--- src/rtl/cv32e40p_localparam_pkg.sv ---
// Core-wide sizing constants shared by the hardware-loop logic.
package cv32e40p_localparam_pkg;
  localparam int N_HWLP      = 2;
  localparam int N_HWLP_BITS = (N_HWLP > 1) ? $clog2(N_HWLP) : 1;
endpackage

--- src/rtl/cv32e40p_pkg.sv ---
// Shared encodings and helpers for the hardware-loop register path.
package cv32e40p_pkg;
  localparam int HWLP_WE_START = 0;
  localparam int HWLP_WE_END   = 1;
  localparam int HWLP_WE_CNT   = 2;

  // Loop addresses are halfword aligned so compressed instructions can close a loop.
  function automatic logic [31:0] hwlp_align(input logic [31:0] addr);
    return addr & 32'hFFFF_FFFE;
  endfunction
endpackage

--- src/rtl/cv32e40p_hwloop_ctrl_if.sv ---
// CSR-side write/readback bus of the hardware-loop controller.
interface cv32e40p_hwloop_ctrl_if;
  import cv32e40p_localparam_pkg::*;

  logic [2:0]               hwlp_we_i;
  logic [N_HWLP_BITS-1:0]   hwlp_regid_i;
  logic [31:0]              hwlp_start_i;
  logic [31:0]              hwlp_end_i;
  logic [31:0]              hwlp_cnt_i;
  logic [N_HWLP-1:0][31:0]  hwlp_start_o;
  logic [N_HWLP-1:0][31:0]  hwlp_end_o;
  logic [N_HWLP-1:0][31:0]  hwlp_cnt_o;
  logic [N_HWLP-1:0]        hwlp_active_o;

  modport master (
    output hwlp_we_i, hwlp_regid_i, hwlp_start_i, hwlp_end_i, hwlp_cnt_i,
    input  hwlp_start_o, hwlp_end_o, hwlp_cnt_o, hwlp_active_o
  );

  modport slave (
    input  hwlp_we_i, hwlp_regid_i, hwlp_start_i, hwlp_end_i, hwlp_cnt_i,
    output hwlp_start_o, hwlp_end_o, hwlp_cnt_o, hwlp_active_o
  );
endinterface

--- src/rtl/cv32e40p_hwloop_regs.sv ---
// Storage for the loop start/end/count sets with a write port and a per-loop decrement port.
module cv32e40p_hwloop_regs
  import cv32e40p_localparam_pkg::*;
  import cv32e40p_pkg::*;
(
  input  logic                     clk,
  input  logic                     rst,
  input  logic [2:0]               i_we,
  input  logic [N_HWLP_BITS-1:0]   i_regid,
  input  logic [31:0]              i_start,
  input  logic [31:0]              i_end,
  input  logic [31:0]              i_cnt,
  input  logic [N_HWLP-1:0]        i_dec,
  output logic [N_HWLP-1:0][31:0]  o_start,
  output logic [N_HWLP-1:0][31:0]  o_end,
  output logic [N_HWLP-1:0][31:0]  o_cnt
);

  logic [N_HWLP-1:0][31:0] r_start;
  logic [N_HWLP-1:0][31:0] r_end;
  logic [N_HWLP-1:0][31:0] r_cnt;

  always_ff @(posedge clk or posedge rst) begin
    if (rst) begin
      r_start <= '0;
      r_end   <= '0;
      r_cnt   <= '0;
    end else begin
      for (int i = 0; i < N_HWLP; i++) begin
        if (i_we[HWLP_WE_START] && (int'(i_regid) == i))
          r_start[i] <= hwlp_align(i_start);
        if (i_we[HWLP_WE_END] && (int'(i_regid) == i))
          r_end[i] <= hwlp_align(i_end);
        // A software write to the same count overrides the retire decrement.
        if (i_we[HWLP_WE_CNT] && (int'(i_regid) == i))
          r_cnt[i] <= i_cnt;
        else if (i_dec[i] && (r_cnt[i] != 32'd0))
          r_cnt[i] <= r_cnt[i] - 32'd1;
      end
    end
  end

  assign o_start = r_start;
  assign o_end   = r_end;
  assign o_cnt   = r_cnt;

endmodule

--- src/rtl/cv32e40p_hwloop_ctrl.sv ---
// Hardware-loop controller: matches the ID PC against active loop ends, jumps and retires counts.
module cv32e40p_hwloop_ctrl
  import cv32e40p_localparam_pkg::*;
(
  input  logic                      clk,
  input  logic                      rst,
  cv32e40p_hwloop_ctrl_if.slave     hwlp_bus,
  input  logic [31:0]               pc_id_i,
  input  logic                      instr_valid_i,
  input  logic                      instr_retire_i,
  input  logic                      kill_i,
  output logic                      hwlp_jump_o,
  output logic [31:0]               hwlp_target_o
);

  logic [N_HWLP-1:0][31:0]  w_start;
  logic [N_HWLP-1:0][31:0]  w_end;
  logic [N_HWLP-1:0][31:0]  w_cnt;
  logic [N_HWLP-1:0]        w_active;
  logic [N_HWLP-1:0]        w_match;
  logic [N_HWLP-1:0]        w_dec;
  logic                     w_sel_vld;
  logic [N_HWLP_BITS-1:0]   w_sel;

  cv32e40p_hwloop_regs u_regs (
    .clk     (clk),
    .rst     (rst),
    .i_we    (hwlp_bus.hwlp_we_i),
    .i_regid (hwlp_bus.hwlp_regid_i),
    .i_start (hwlp_bus.hwlp_start_i),
    .i_end   (hwlp_bus.hwlp_end_i),
    .i_cnt   (hwlp_bus.hwlp_cnt_i),
    .i_dec   (w_dec),
    .o_start (w_start),
    .o_end   (w_end),
    .o_cnt   (w_cnt)
  );

  always_comb begin
    w_active = '0;
    w_match  = '0;
    for (int i = 0; i < N_HWLP; i++) begin
      w_active[i] = (w_cnt[i] != 32'd0);
      w_match[i]  = instr_valid_i && w_active[i] && (pc_id_i == w_end[i]);
    end
  end

  // Lowest-index matching loop that still has iterations left owns the jump.
  always_comb begin
    w_sel_vld = 1'b0;
    w_sel     = '0;
    for (int i = 0; i < N_HWLP; i++) begin
      if (!w_sel_vld && w_match[i] && (w_cnt[i] > 32'd1)) begin
        w_sel_vld = 1'b1;
        w_sel     = N_HWLP_BITS'(i);
      end
    end
  end

  // Inner loops (index up to sel) retire on this pass; outer ones wait for their own turn.
  always_comb begin
    w_dec = '0;
    for (int i = 0; i < N_HWLP; i++)
      w_dec[i] = instr_retire_i && !kill_i && w_match[i] && (!w_sel_vld || (i <= int'(w_sel)));
  end

  assign hwlp_jump_o   = w_sel_vld;
  assign hwlp_target_o = w_sel_vld ? w_start[w_sel] : 32'd0;

  assign hwlp_bus.hwlp_start_o  = w_start;
  assign hwlp_bus.hwlp_end_o    = w_end;
  assign hwlp_bus.hwlp_cnt_o    = w_cnt;
  assign hwlp_bus.hwlp_active_o = w_active;

endmodule

--- src/flat_wrapper.sv ---
// flat-port wrapper written by rule: the top's interface ports become plain ports
module cv32e40p_hwloop_ctrl_flat import cv32e40p_localparam_pkg::*;
  (clk, rst, pc_id_i, instr_valid_i, instr_retire_i, kill_i, hwlp_jump_o, hwlp_target_o, hwlp_bus_hwlp_we_i, hwlp_bus_hwlp_regid_i, hwlp_bus_hwlp_start_i, hwlp_bus_hwlp_end_i, hwlp_bus_hwlp_cnt_i, hwlp_bus_hwlp_start_o, hwlp_bus_hwlp_end_o, hwlp_bus_hwlp_cnt_o, hwlp_bus_hwlp_active_o);
  cv32e40p_hwloop_ctrl_if hwlp_bus_i ();
  input  logic clk;
  input  logic rst;
  input  logic [31:0] pc_id_i;
  input  logic instr_valid_i;
  input  logic instr_retire_i;
  input  logic kill_i;
  output logic hwlp_jump_o;
  output logic [31:0] hwlp_target_o;
  input wire logic [$bits(hwlp_bus_i.hwlp_we_i)-1:0] hwlp_bus_hwlp_we_i;
  input wire logic [$bits(hwlp_bus_i.hwlp_regid_i)-1:0] hwlp_bus_hwlp_regid_i;
  input wire logic [$bits(hwlp_bus_i.hwlp_start_i)-1:0] hwlp_bus_hwlp_start_i;
  input wire logic [$bits(hwlp_bus_i.hwlp_end_i)-1:0] hwlp_bus_hwlp_end_i;
  input wire logic [$bits(hwlp_bus_i.hwlp_cnt_i)-1:0] hwlp_bus_hwlp_cnt_i;
  output wire logic [$bits(hwlp_bus_i.hwlp_start_o)-1:0] hwlp_bus_hwlp_start_o;
  output wire logic [$bits(hwlp_bus_i.hwlp_end_o)-1:0] hwlp_bus_hwlp_end_o;
  output wire logic [$bits(hwlp_bus_i.hwlp_cnt_o)-1:0] hwlp_bus_hwlp_cnt_o;
  output wire logic [$bits(hwlp_bus_i.hwlp_active_o)-1:0] hwlp_bus_hwlp_active_o;
  assign hwlp_bus_i.hwlp_we_i = hwlp_bus_hwlp_we_i;
  assign hwlp_bus_i.hwlp_regid_i = hwlp_bus_hwlp_regid_i;
  assign hwlp_bus_i.hwlp_start_i = hwlp_bus_hwlp_start_i;
  assign hwlp_bus_i.hwlp_end_i = hwlp_bus_hwlp_end_i;
  assign hwlp_bus_i.hwlp_cnt_i = hwlp_bus_hwlp_cnt_i;
  assign hwlp_bus_hwlp_start_o = hwlp_bus_i.hwlp_start_o;
  assign hwlp_bus_hwlp_end_o = hwlp_bus_i.hwlp_end_o;
  assign hwlp_bus_hwlp_cnt_o = hwlp_bus_i.hwlp_cnt_o;
  assign hwlp_bus_hwlp_active_o = hwlp_bus_i.hwlp_active_o;
  cv32e40p_hwloop_ctrl u_core (.clk(clk), .rst(rst), .hwlp_bus(hwlp_bus_i), .pc_id_i(pc_id_i), .instr_valid_i(instr_valid_i), .instr_retire_i(instr_retire_i), .kill_i(kill_i), .hwlp_jump_o(hwlp_jump_o), .hwlp_target_o(hwlp_target_o));
endmodule
--- config.mk ---
export PLATFORM = sky130hd
export DESIGN_NAME = cv32e40p_hwloop_ctrl_flat
export DESIGN_NICKNAME = d
export VERILOG_FILES = /design/src/rtl/cv32e40p_localparam_pkg.sv /design/src/rtl/cv32e40p_pkg.sv /design/src/rtl/cv32e40p_hwloop_ctrl_if.sv /design/src/rtl/cv32e40p_hwloop_regs.sv /design/src/rtl/cv32e40p_hwloop_ctrl.sv /design/src/flat_wrapper.sv
export SDC_FILE = /design/constraint.sdc
export NUM_CORES = 1
export LEC_CHECK = 0
export ABC_AREA = 1
export BUFFER_PORTS_ARGS = -buffer_cell sky130_fd_sc_hd__buf_2
export CORE_UTILIZATION = 57
export CTS_CLUSTER_DIAMETER = 30
export CTS_CLUSTER_SIZE = 40
export DETAILED_ROUTE_END_ITERATION = 7
export PLACE_DENSITY = 0.87
export REMOVE_ABC_BUFFERS = 1
export SLEW_MARGIN = 20
export SYNTH_ARGS = -nofsm -noshare
export SYNTH_HDL_FRONTEND = slang
export SYNTH_SLANG_ARGS = --single-unit
--- constraint.sdc ---
create_clock -name clk -period 16.45 [get_ports clk]
set_clock_uncertainty 0.2 [all_clocks]
set_input_delay 3.29 -clock clk [delete_from_list [all_inputs] [get_ports clk]]
set_output_delay 3.29 -clock clk [all_outputs]
set_load 0.03 [all_outputs]
==> impl_metrics.py, run 1 <==
metrics = {
    "outcome": {
        "status": "finished, final reports clean",
    },
    "setup_path": {
        "regToRegSetupSlack_ns": 13.48,
        "timing.critical_path.required_ns": 12.96,
        "timing.critical_path.fanout_max": 34,
        "arrival_time_of_data_at_the_critical_path_endpoint_ns": 6.28,
        "startpoint_type": "input port",
        "worst_r2r_startpoint": "u_core.u_regs.o_cnt[0]$_DFFE_PP0P_",
        "worstSetupStartpoint": "pc_id_i[20]",
        "critPathKind": "in -> out",
        "cp-end-kind": "output pin",
    },
    "global_routing": {
        "grt_max_degree": 79,
        "grt_overflow_total": 0,
        "first_global_vias": 12200,
        "antenna_found_initial": 4,
        "grt_pass1_wl_um": 62600,
        "track_usage_pct": 37.2,
    },
    "timing": {
        "report.final.hold_viol_count": 0,
        "setup-violations-final": 0,
        "finalWorstPathRequiredPeriod_ns": 9.77,
        "max_slew_margin_pct": 25.7,
        "hold_ws_ns": 0.306,
        "setup_slack_ns": 6.68,
        "highest_clock_frequency_the_design_can_meet_ghz": 0.102,
        "rsz_0062_raised_after_global_routing": "no",
        "setup_total_negative_slack_ns": 0,
        "max_slew.worst_pin.slew_ns": 1.11,
        "final_worst_path_cycle_share_pct": 59.4,
        "drv_slew": 0,
    },
    "routing": {
        "wl_um": 39900,
        "drt_iter0_drc": 1108,
        "via_per_inst": 5.49,
        "drt-wirelength-per-cell_um": 16.7,
        "antenna_left": 0,
        "detailedRoute.firstPassIterationCount": 7,
        "routed-via-count": 13100,
        "route.detailed.drc": 0,
    },
    "synthesis": {
        "postSynth.topFlopCell": "dfrtp_1",
        "mappedNetlistArea_mm2": 0.0118,
        "synth-adder-area-share_pct": 0.423,
        "synth.yosys.seq_area_share_pct": 39.7,
        "syn_avg_cell_area_um2": 6.60,
        "ys_async_sr_fraction_pct": 100,
        "number_of_register_bits_inferred_by_synthesis": 188,
        "yosysWarningCount": 0,
        "post_synth_inst_count": 1793,
        "synth_enable_flop_cells": 0,
        "synth_top_family_by_area": "simple AND/OR/NAND/NOR gates",
        "synth_xor_xnor_area_share_pct": 3.77,
        "synth-simple-area-share_pct": 38.5,
        "yosys-mux-area-fraction_pct": 0,
        "compound_cell_area_share_of_the_yosys_netlist_pct": 8.09,
        "netlist-cell-type-count": 38,
    },
    "floorplan": {
        "design.die.area_mm2": 0.0214,
        "die-width_um": 146,
        "initial_utilization_pct": 58.3,
        "io-pin-count": 364,
        "fp.coreArea_mm2": 0.0203,
        "fp_rows": 52,
        "die_y_um": 146,
    },
    "place": {
        "dp_worst_setup_slack_ns": 6.79,
        "port-buffer-count": 356,
        "final_gp_congestion": 0.980,
        "hpwl_um": 30000,
    },
    "clock_tree": {
        "cts_buffers": 17,
        "postCtsSetupBuffers": 0,
        "post_cts_hold_buffers": 0,
        "cts-resized-gates": 0,
        "max-clock-path-buffers": 2,
        "clk_pin_slew_worst_paths_ns": 0.07,
        "cts_max_level": 4,
        "clock_tree.root_cell": "clkbuf_16",
        "numClockSinks": 188,
        "clock_latency_ns": 0.45,
        "cts_tree": "done",
    },
    "flow_run": {
        "maxCapViolations": 0,
    },
    "power_and_ir_drop": {
        "irDropWorstVdd_v": 0.0000797,
        "power.total_mw": 1.70,
        "cellPowerDensity_mw_per_mm2": 119,
        "power.static_leakage_nw": 8.21,
    },
    "layout": {
        "finalCoreUtilization_pct": 70.5,
        "drive_gt1_share_pct": 21.2,
        "most_common_cell_after_layout_fill_and_taps_aside": "nand2_1",
        "num-nets-final": 2248,
        "layout_common_cells": "nand2_1 (700), buf_2 (356), inv_1 (189)",
        "areaGrowthSynthToFinish_pct": 20.8,
    },
    "min_path": {
        "worst_hold_path_type": "reg -> reg",
        "startpoint_of_the_tightest_hold_check_path": "u_core.u_regs.o_start[20]$_DFFE_PP0P_",
    },
}
## path summary, 6_finish.rpt
check	to	depth (start not counted)
hold reg to reg	u_core.u_regs.o_start[20]$_DFFE_PP0P_	2
setup / recovery	hwlp_target_o[24]	14
hold / removal	u_core.u_regs.o_start[20]$_DFFE_PP0P_	2
min in group asynchronous	u_core.u_regs.o_start[57]$_DFFE_PP0P_	2
max in group asynchronous	u_core.u_regs.o_cnt[16]$_DFFE_PP0P_	3
setup reg to reg	u_core.u_regs.o_cnt[27]$_DFFE_PP0P_	13
## final cells by class
class | instances | area [µm²]
diodes | 3 | 7.51
repair buffers | 364 | 1840
well taps | 270 | 338
clock buffers | 18 | 439
flip-flops and latches | 188 | 4700
clock inverters | 14 | 168
multi-input cells | 1335 | 6050
inverters | 201 | 759
fillers | 1796 | 6000
## report_power, final
part / total, mW / leakage [nW] / switching (mW) / internal, mW
sequential: 0.638 / 2.36 / 0.102 / 0.536
clock: 0.429 / 0.296 / 0.218 / 0.211
combinational: 0.630 / 5.55 / 0.439 / 0.191
## worst max-delay path, cell delays in order
cell	delay (ns)
buf_2	0.11
inv_1	0.05
nand2_1	0.18
nand2_1	0.08
nor2_1	0.15
nand2_1	0.06
nor3_1	0.24
nand2_1	0.08
nor2_1	0.13
nand3_2	0.63
inv_2	0.78
nand2_1	0.13
nand2_1	0.14
buf_2	0.21
## routing by layer
layer  global-route usage (%)  vias to the layer above  part of all wire [%]  wire, µm
li1                         -                     6234                     -         -
met1                     48.3                     6096                    40     16100
met2                     60.1                      696                    47     18600
met3                     6.59                      114                   8.6      3440
met4                     18.5                        2                   4.6      1830
met5                        0                        -                 0.023         9
## flip-flops by register name (all words and copies together) (netlist names)
signal	flops
u_core.u_regs.o_cnt	64
u_core.u_regs.o_end	62
u_core.u_regs.o_start	62
## per-stage QoR
step / cell area, µm² / instances
finish: 14300 / 2393
global route: 14300 / 2393
CTS: 14300 / 2390
detailed placement: 13700 / 2358
global placement: 13700 / 2358
floorplan: 11500 / 1724
## kinds of logic after synthesis
group | count (synthesis)
adder cells (fa/ha/maj) | 4
other | 1
AO/OA/AOI/OAI | 186
AND/OR/NAND/NOR | 1089
flip-flops | 188
buffers and inverters | 274
XOR/XNOR | 51
## Yosys cell counts (2+ instances only)
library cell	instances	area, µm²
nor2_1	169	634
a31oi_1	2	12.5
nor2_4	5	56.3
ha_1	4	50.1
nor2_2	10	62.6
nor3_1	7	35.0
xor2_1	23	201
nand4_1	64	400
and2_1	6	37.5
clkbuf_1	43	161
inv_1	192	721
nand3_1	104	521
o21ai_0	174	871
nand2_2	3	18.8
nand2_4	4	45.0
buf_4	10	75.1
or2_2	10	62.6
dfrtp_1	188	4700
buf_2	13	65.1
buf_6	5	56.3
xnor2_1	28	245
buf_1	2	7.51
a31o_2	3	26.3
nand2_1	702	2640
inv_2	9	33.8
Power figures use the tool's default switching activity.
==> run 2, diff against run 1 <==
--- a/config.mk
+++ b/config.mk
@@ -7,11 +7,11 @@
 export LEC_CHECK = 0
 export ABC_AREA = 1
 export BUFFER_PORTS_ARGS = -buffer_cell sky130_fd_sc_hd__buf_2
-export CORE_UTILIZATION = 57
+export CORE_UTILIZATION = 53
 export CTS_CLUSTER_DIAMETER = 30
 export CTS_CLUSTER_SIZE = 40
 export DETAILED_ROUTE_END_ITERATION = 7
-export PLACE_DENSITY = 0.87
+export PLACE_DENSITY = 0.82
 export REMOVE_ABC_BUFFERS = 1
 export SLEW_MARGIN = 20
 export SYNTH_ARGS = -nofsm -noshare
==> constraint.sdc (replaced) <==
create_clock -name clk -period 10.1 [get_ports clk]
set_clock_uncertainty 0.2 [all_clocks]
set_input_delay 2.02 -clock clk [delete_from_list [all_inputs] [get_ports clk]]
set_output_delay 2.02 -clock clk [all_outputs]
set_load 0.03 [all_outputs]
==> impl_metrics.py, run 2 (same netlist as run 1, synthesis figures left out) <==
metrics = {
    "clock_tree": {
        "cts_buffers": 17,
        "clock_tree.root_cell": "clkbuf_16",
        "cts_max_level": 4,
        "numClockSinks": 188,
        "cts-resized-gates": 0,
        "max-clock-path-buffers": 2,
        "clk_pin_slew_worst_paths_ns": 0.07,
        "post_cts_hold_buffers": 0,
        "clock_latency_ns": 0.44,
        "cts_tree": "done",
        "postCtsSetupBuffers": 0,
    },
    "min_path": {
        "hold_path_depth": 2,
        "worst_hold_path_type": "reg -> reg",
    },
    "setup_path": {
        "timing.critical_path.slowest_stage_cell": "inv_2",
        "timing.reg2reg.worst_path_depth": 13,
        "critical_path.max_stage_delay_ns": 0.81,
        "cp-end-kind": "output pin",
        "critical_path.cell_chain": "buf_2 > nand2_1 > nand2_1 > nor2_1 > nand2_1 > nor3_1 > nand2_1 > nor2_1 > nand3_2 > inv_2 > nand2_1 > nand2_1 > buf_2",
        "critPathKind": "in -> out",
        "critPathMostFrequentCell": "nand2_1",
        "arrival_time_of_data_at_the_critical_path_endpoint_ns": 4.98,
        "startpoint_type": "input port",
        "timing.critical_path.required_ns": 7.88,
        "timing.critical_path.fanout_max": 34,
    },
    "place": {
        "place_area_mm2": 0.0137,
        "final_gp_congestion": 0.966,
        "port-buffer-count": 356,
        "hpwl_um": 29300,
    },
    "flow_run": {
        "maxCapViolations": 0,
    },
    "routing": {
        "route.detailed.drc": 0,
        "antenna_left": 0,
        "drt_iter0_drc": 1077,
        "via_per_inst": 5.41,
        "detailedRoute.firstPassIterationCount": 5,
        "drt-wirelength-per-cell_um": 16.3,
        "routed-via-count": 13000,
        "wl_um": 39200,
    },
    "floorplan": {
        "design.die.area_mm2": 0.0229,
        "initial_utilization_pct": 54.1,
        "die-width_um": 151,
        "die_y_um": 151,
        "fp.coreArea_mm2": 0.0219,
        "fp_rows": 54,
        "io-pin-count": 364,
    },
    "power_and_ir_drop": {
        "power.static_leakage_nw": 8.19,
        "irDropWorstVdd_v": 0.000115,
        "power.total_mw": 2.76,
        "cellPowerDensity_mw_per_mm2": 193,
    },
    "layout": {
        "layout_common_cells": "nand2_1 (698), buf_2 (356), inv_1 (189)",
        "drive_gt1_share_pct": 21.1,
        "finalCoreUtilization_pct": 65.3,
        "most_common_cell_after_layout_fill_and_taps_aside": "nand2_1",
        "largest_register_ffs": 64,
        "areaGrowthSynthToFinish_pct": 20.7,
        "num-nets-final": 2245,
        "total_non_filler_cell_area_in_the_finished_layout_mm2": 0.0143,
    },
    "timing": {
        "finalWorstPathRequiredPeriod_ns": 7.20,
        "setup_total_negative_slack_ns": 0,
        "highest_clock_frequency_the_design_can_meet_ghz": 0.139,
        "max_slew.worst_pin.slew_ns": 1.11,
        "hold_ws_ns": 0.313,
        "drv_slew": 0,
        "final_worst_path_cycle_share_pct": 71.2,
        "report.final.hold_viol_count": 0,
        "setup-violations-final": 0,
        "max_slew_margin_pct": 25.8,
        "rsz_0062_raised_after_global_routing": "no",
    },
    "global_routing": {
        "antenna_found_initial": 3,
        "grt_pass1_wl_um": 59900,
        "grt_overflow_total": 0,
        "track_usage_pct": 33.9,
        "grt_max_degree": 107,
        "first_global_vias": 11500,
        "gr-usage-met2_pct": 54.5,
        "grt.met1_usage_pct": 45.0,
        "global_route_met3_usage_pct": 6.29,
        "most_heavily_used_metal_layer_in_global_routing": "met2",
    },
    "outcome": {
        "status": "finished, final reports clean",
    },
}
[run 2: layer usage]
layer  wire length [µm]  vias up
li1                   -     6226
met1              16000     5977
met2              18300      680
met3               3570      101
met4               1420        0
met5                  0        -
[run 2: power by group]
part           switching, mW  total (mW)  internal [mW]
Clock                  0.341       0.698          0.357
Sequential             0.165        1.04          0.873
Combinational          0.712        1.02          0.311
[run 2: worst paths after layout]
kind | startpoint | to | slack [ns]
worst max-delay path | pc_id_i[31] | hwlp_target_o[15] | 2.90
worst min-delay path | u_core.u_regs.o_start[35]$_DFFE_PP0P_ | u_core.u_regs.o_start[35]$_DFFE_PP0P_ | 0.31
worst max register to register | u_core.u_regs.o_cnt[0]$_DFFE_PP0P_ | u_core.u_regs.o_cnt[26]$_DFFE_PP0P_ | 7.10
worst min register to register | u_core.u_regs.o_start[35]$_DFFE_PP0P_ | u_core.u_regs.o_start[35]$_DFFE_PP0P_ | 0.31
max in group asynchronous | rst | u_core.u_regs.o_end[33]$_DFFE_PP0P_ | 6.95
min in group asynchronous | rst | u_core.u_regs.o_start[2]$_DFFE_PP0P_ | 1.52
[run 2: critical path: cells and delay by family]
family	cells	cell delay, ns
buf+inv	3	1.15
simple gates	10	1.77
[run 2: per-stage QoR]
stage          cells  setup WS (ns)
2_1_floorplan   1724           2.77
3_3_place_gp    2365           2.94
3_5_place_dp    2365           2.97
4_1_cts         2397           2.96
5_1_grt         2399           2.70
6_report        2400           2.90
[run 2: area by class of cell]
| type | count | area, µm² |
|---|---|---|
| fillers | 2071 | 7590 |
| multi-input cells | 1335 | 6050 |
| flip-flops and latches | 188 | 4700 |
| repair buffers | 361 | 1820 |
| inverters | 201 | 762 |
| clock buffers | 18 | 429 |
| well taps | 280 | 350 |
| clock inverters | 14 | 175 |
| diodes | 3 | 7.51 |
==> run 3, diff against run 2 <==
--- a/config.mk
+++ b/config.mk
@@ -7,11 +7,11 @@
 export LEC_CHECK = 0
 export ABC_AREA = 1
 export BUFFER_PORTS_ARGS = -buffer_cell sky130_fd_sc_hd__buf_2
-export CORE_UTILIZATION = 53
+export CORE_UTILIZATION = 47
 export CTS_CLUSTER_DIAMETER = 30
 export CTS_CLUSTER_SIZE = 40
 export DETAILED_ROUTE_END_ITERATION = 7
-export PLACE_DENSITY = 0.82
+export PLACE_DENSITY = 0.77
 export REMOVE_ABC_BUFFERS = 1
 export SLEW_MARGIN = 20
 export SYNTH_ARGS = -nofsm -noshare
==> constraint.sdc (replaced) <==
create_clock -name clk -period 6 [get_ports clk]
set_clock_uncertainty 0.2 [all_clocks]
set_input_delay 1.2 -clock clk [delete_from_list [all_inputs] [get_ports clk]]
set_output_delay 1.2 -clock clk [all_outputs]
set_load 0.03 [all_outputs]
==> impl_metrics.py, run 3 (same netlist as run 1, synthesis figures left out) <==
metrics = {
    "outcome": {
        "status": "finished, final reports clean",
    },
    "setup_path": {
        "critPathCapture": "hwlp_target_o[25]",
        "timing.critical_path.fanout_max": 34,
        "critPathMostFrequentCell": "nand2_1",
        "rr_endpoint": "u_core.u_regs.o_cnt[47]$_DFFE_PP0P_",
        "worst_r2r_startpoint": "u_core.u_regs.o_cnt[32]$_DFFE_PP0P_",
        "arrival_time_of_data_at_the_critical_path_endpoint_ns": 3.53,
        "regToRegSetupSlack_ns": 3.03,
        "timing.critical_path.slowest_stage_cell": "inv_2",
        "timing.reg2reg.worst_path_depth": 13,
        "critical_path.cell_chain": "buf_2 > inv_1 > nand2_1 > inv_1 > nand2_1 > nor2_1 > nand2_1 > nor2_1 > nand2_1 > nor2_1 > nand3_2 > buf_4 > inv_2 > nand2_1 > nand2_1 > buf_2",
        "timing.critical_path.required_ns": 4.60,
        "startpoint_type": "input port",
        "cp-end-kind": "output pin",
        "critical_path.max_stage_delay_ns": 0.53,
        "worstSetupStartpoint": "pc_id_i[0]",
        "critPathKind": "in -> out",
    },
    "routing": {
        "via_per_inst": 5.25,
        "antenna_left": 0,
        "dr_wl_met2_um": 17700,
        "drt_iter0_drc": 1235,
        "route.detailed.drc": 0,
        "wl_um": 39300,
        "dr_wl_met3_um": 2980,
        "detailedRoute.firstPassIterationCount": 5,
        "drt-met1-wl_um": 16900,
        "routed-via-count": 12900,
        "drt-wirelength-per-cell_um": 16.1,
        "top_signal_layer_used": "met5",
    },
    "place": {
        "dp.cells": 2411,
        "hpwl_um": 29600,
        "port-buffer-count": 356,
        "final_gp_congestion": 0.975,
    },
    "floorplan": {
        "fp_rows": 57,
        "die_y_um": 161,
        "initial_utilization_pct": 48.3,
        "design.die.area_mm2": 0.0258,
        "fp.coreArea_mm2": 0.0245,
        "io-pin-count": 364,
        "die-width_um": 161,
    },
    "layout": {
        "drive_gt1_share_pct": 21.2,
        "filler_cell_count": 2425,
        "largest_register_ffs": 64,
        "multi_input_area_mm2": 0.00606,
        "count_of_placed_standard_cells_in_the_final_layout_fillers_left_out": 2448,
        "layout_common_cells": "nand2_1 (698), buf_2 (356), inv_1 (189)",
        "most_common_cell_after_layout_fill_and_taps_aside": "nand2_1",
        "num-nets-final": 2247,
        "seqCellArea_mm2": 0.00470,
        "areaGrowthSynthToFinish_pct": 21.3,
    },
    "clock_tree": {
        "numClockSinks": 188,
        "clk_pin_slew_worst_paths_ns": 0.08,
        "cts-resized-gates": 0,
        "clock_latency_ns": 0.45,
        "cts_max_level": 4,
        "post_cts_hold_buffers": 0,
        "max-clock-path-buffers": 2,
        "clock_tree.root_cell": "clkbuf_16",
        "cts_buffers": 17,
        "cts_tree": "done",
        "postCtsSetupBuffers": 0,
    },
    "global_routing": {
        "first_global_vias": 11900,
        "antenna_found_initial": 6,
        "grt_max_degree": 98,
        "grt_overflow_total": 0,
        "track_usage_pct": 30.5,
        "grt_pass1_wl_um": 62100,
    },
    "timing": {
        "highest_clock_frequency_the_design_can_meet_ghz": 0.203,
        "drv_slew": 0,
        "finalWorstPathRequiredPeriod_ns": 4.93,
        "report.final.hold_viol_count": 0,
        "setup-violations-final": 0,
        "setup_total_negative_slack_ns": 0,
        "max_slew.worst_pin.slew_ns": 1.02,
        "final_worst_path_cycle_share_pct": 82.2,
        "rsz_0062_raised_after_global_routing": "no",
        "max_slew_margin_pct": 31.7,
        "hold_ws_ns": 0.310,
    },
    "flow_run": {
        "maxCapViolations": 0,
    },
    "min_path": {
        "worst_hold_path_type": "reg -> reg",
        "hold_path_depth": 2,
        "startpoint_of_the_tightest_hold_check_path": "u_core.u_regs.o_start[27]$_DFFE_PP0P_",
    },
    "power_and_ir_drop": {
        "cellPowerDensity_mw_per_mm2": 322,
        "power.static_leakage_nw": 8.20,
        "irDropWorstVdd_v": 0.000191,
    },
}
run 3: cell types whose count changed in the layout (fill, tap and decap cells not counted), moves of 2 or more:
cell     delta
buf_4       +3
diode_2     +2
nand2_2     -2
nand2_4     +2
run 3: per-stage QoR:
step | cell area, µm² | util (%) | total power [mW] | setup slack (ns)
floorplan | 11500 | - | 2.91 | -0.514
global placement | 13800 | 56.1 | 3.43 | 1.07
detailed placement | 13800 | 56.1 | 3.46 | 1.10
CTS | 14300 | 58.5 | 4.63 | 1.09
global route | 14400 | 58.6 | 4.90 | 0.832
finish | 14400 | 58.6 | 4.63 | 1.07
run 3: area by class of cell:
type | instances | share of cell area (%)
diodes | 5 | 0.0871
clock buffers | 18 | 2.99
clock inverters | 14 | 1.15
inverters | 201 | 5.30
multi-input cells | 1335 | 42.1
flip-flops and latches | 188 | 32.7
well taps | 324 | 2.82
repair buffers | 363 | 12.8
run 3: worst min path at each step:
| stage | end | slack [ns] |
|---|---|---|
| global placement | u_core.u_regs.o_start[30]$_DFFE_PP0P_ | 0.28 |
| finish | u_core.u_regs.o_start[27]$_DFFE_PP0P_ | 0.31 |
| detailed placement | u_core.u_regs.o_start[27]$_DFFE_PP0P_ | 0.29 |
| global route | u_core.u_regs.o_start[59]$_DFFE_PP0P_ | 0.34 |
| floorplan | u_core.u_regs.o_start[10]$_DFFE_PP0P_ | 0.48 |
| CTS | u_core.u_regs.o_start[27]$_DFFE_PP0P_ | 0.31 |
run 3: routing by layer:
layer	vias up	global-route usage [%]
li1	6231	-
met3	105	5.50
met4	2	14.2
met5	-	0
met1	5933	41.1
met2	590	47.6
run 3: report_power, final:
| group | switching [mW] | internal [mW] | leakage, nW | total (mW) |
|---|---|---|---|---|
| clock network | 0.600 | 0.567 | 0.290 | 1.17 |
| logic | 1.20 | 0.524 | 5.55 | 1.72 |
| registers | 0.274 | 1.47 | 2.36 | 1.74 |
| total | 2.07 | 2.56 | 8.20 | 4.63 |
run 3: critical path: cells and delay by family:
| kind | cells | cell delay, ns |
|---|---|---|
| buf+inv | 6 | 1.36 |
| simple gates | 10 | 0.94 |
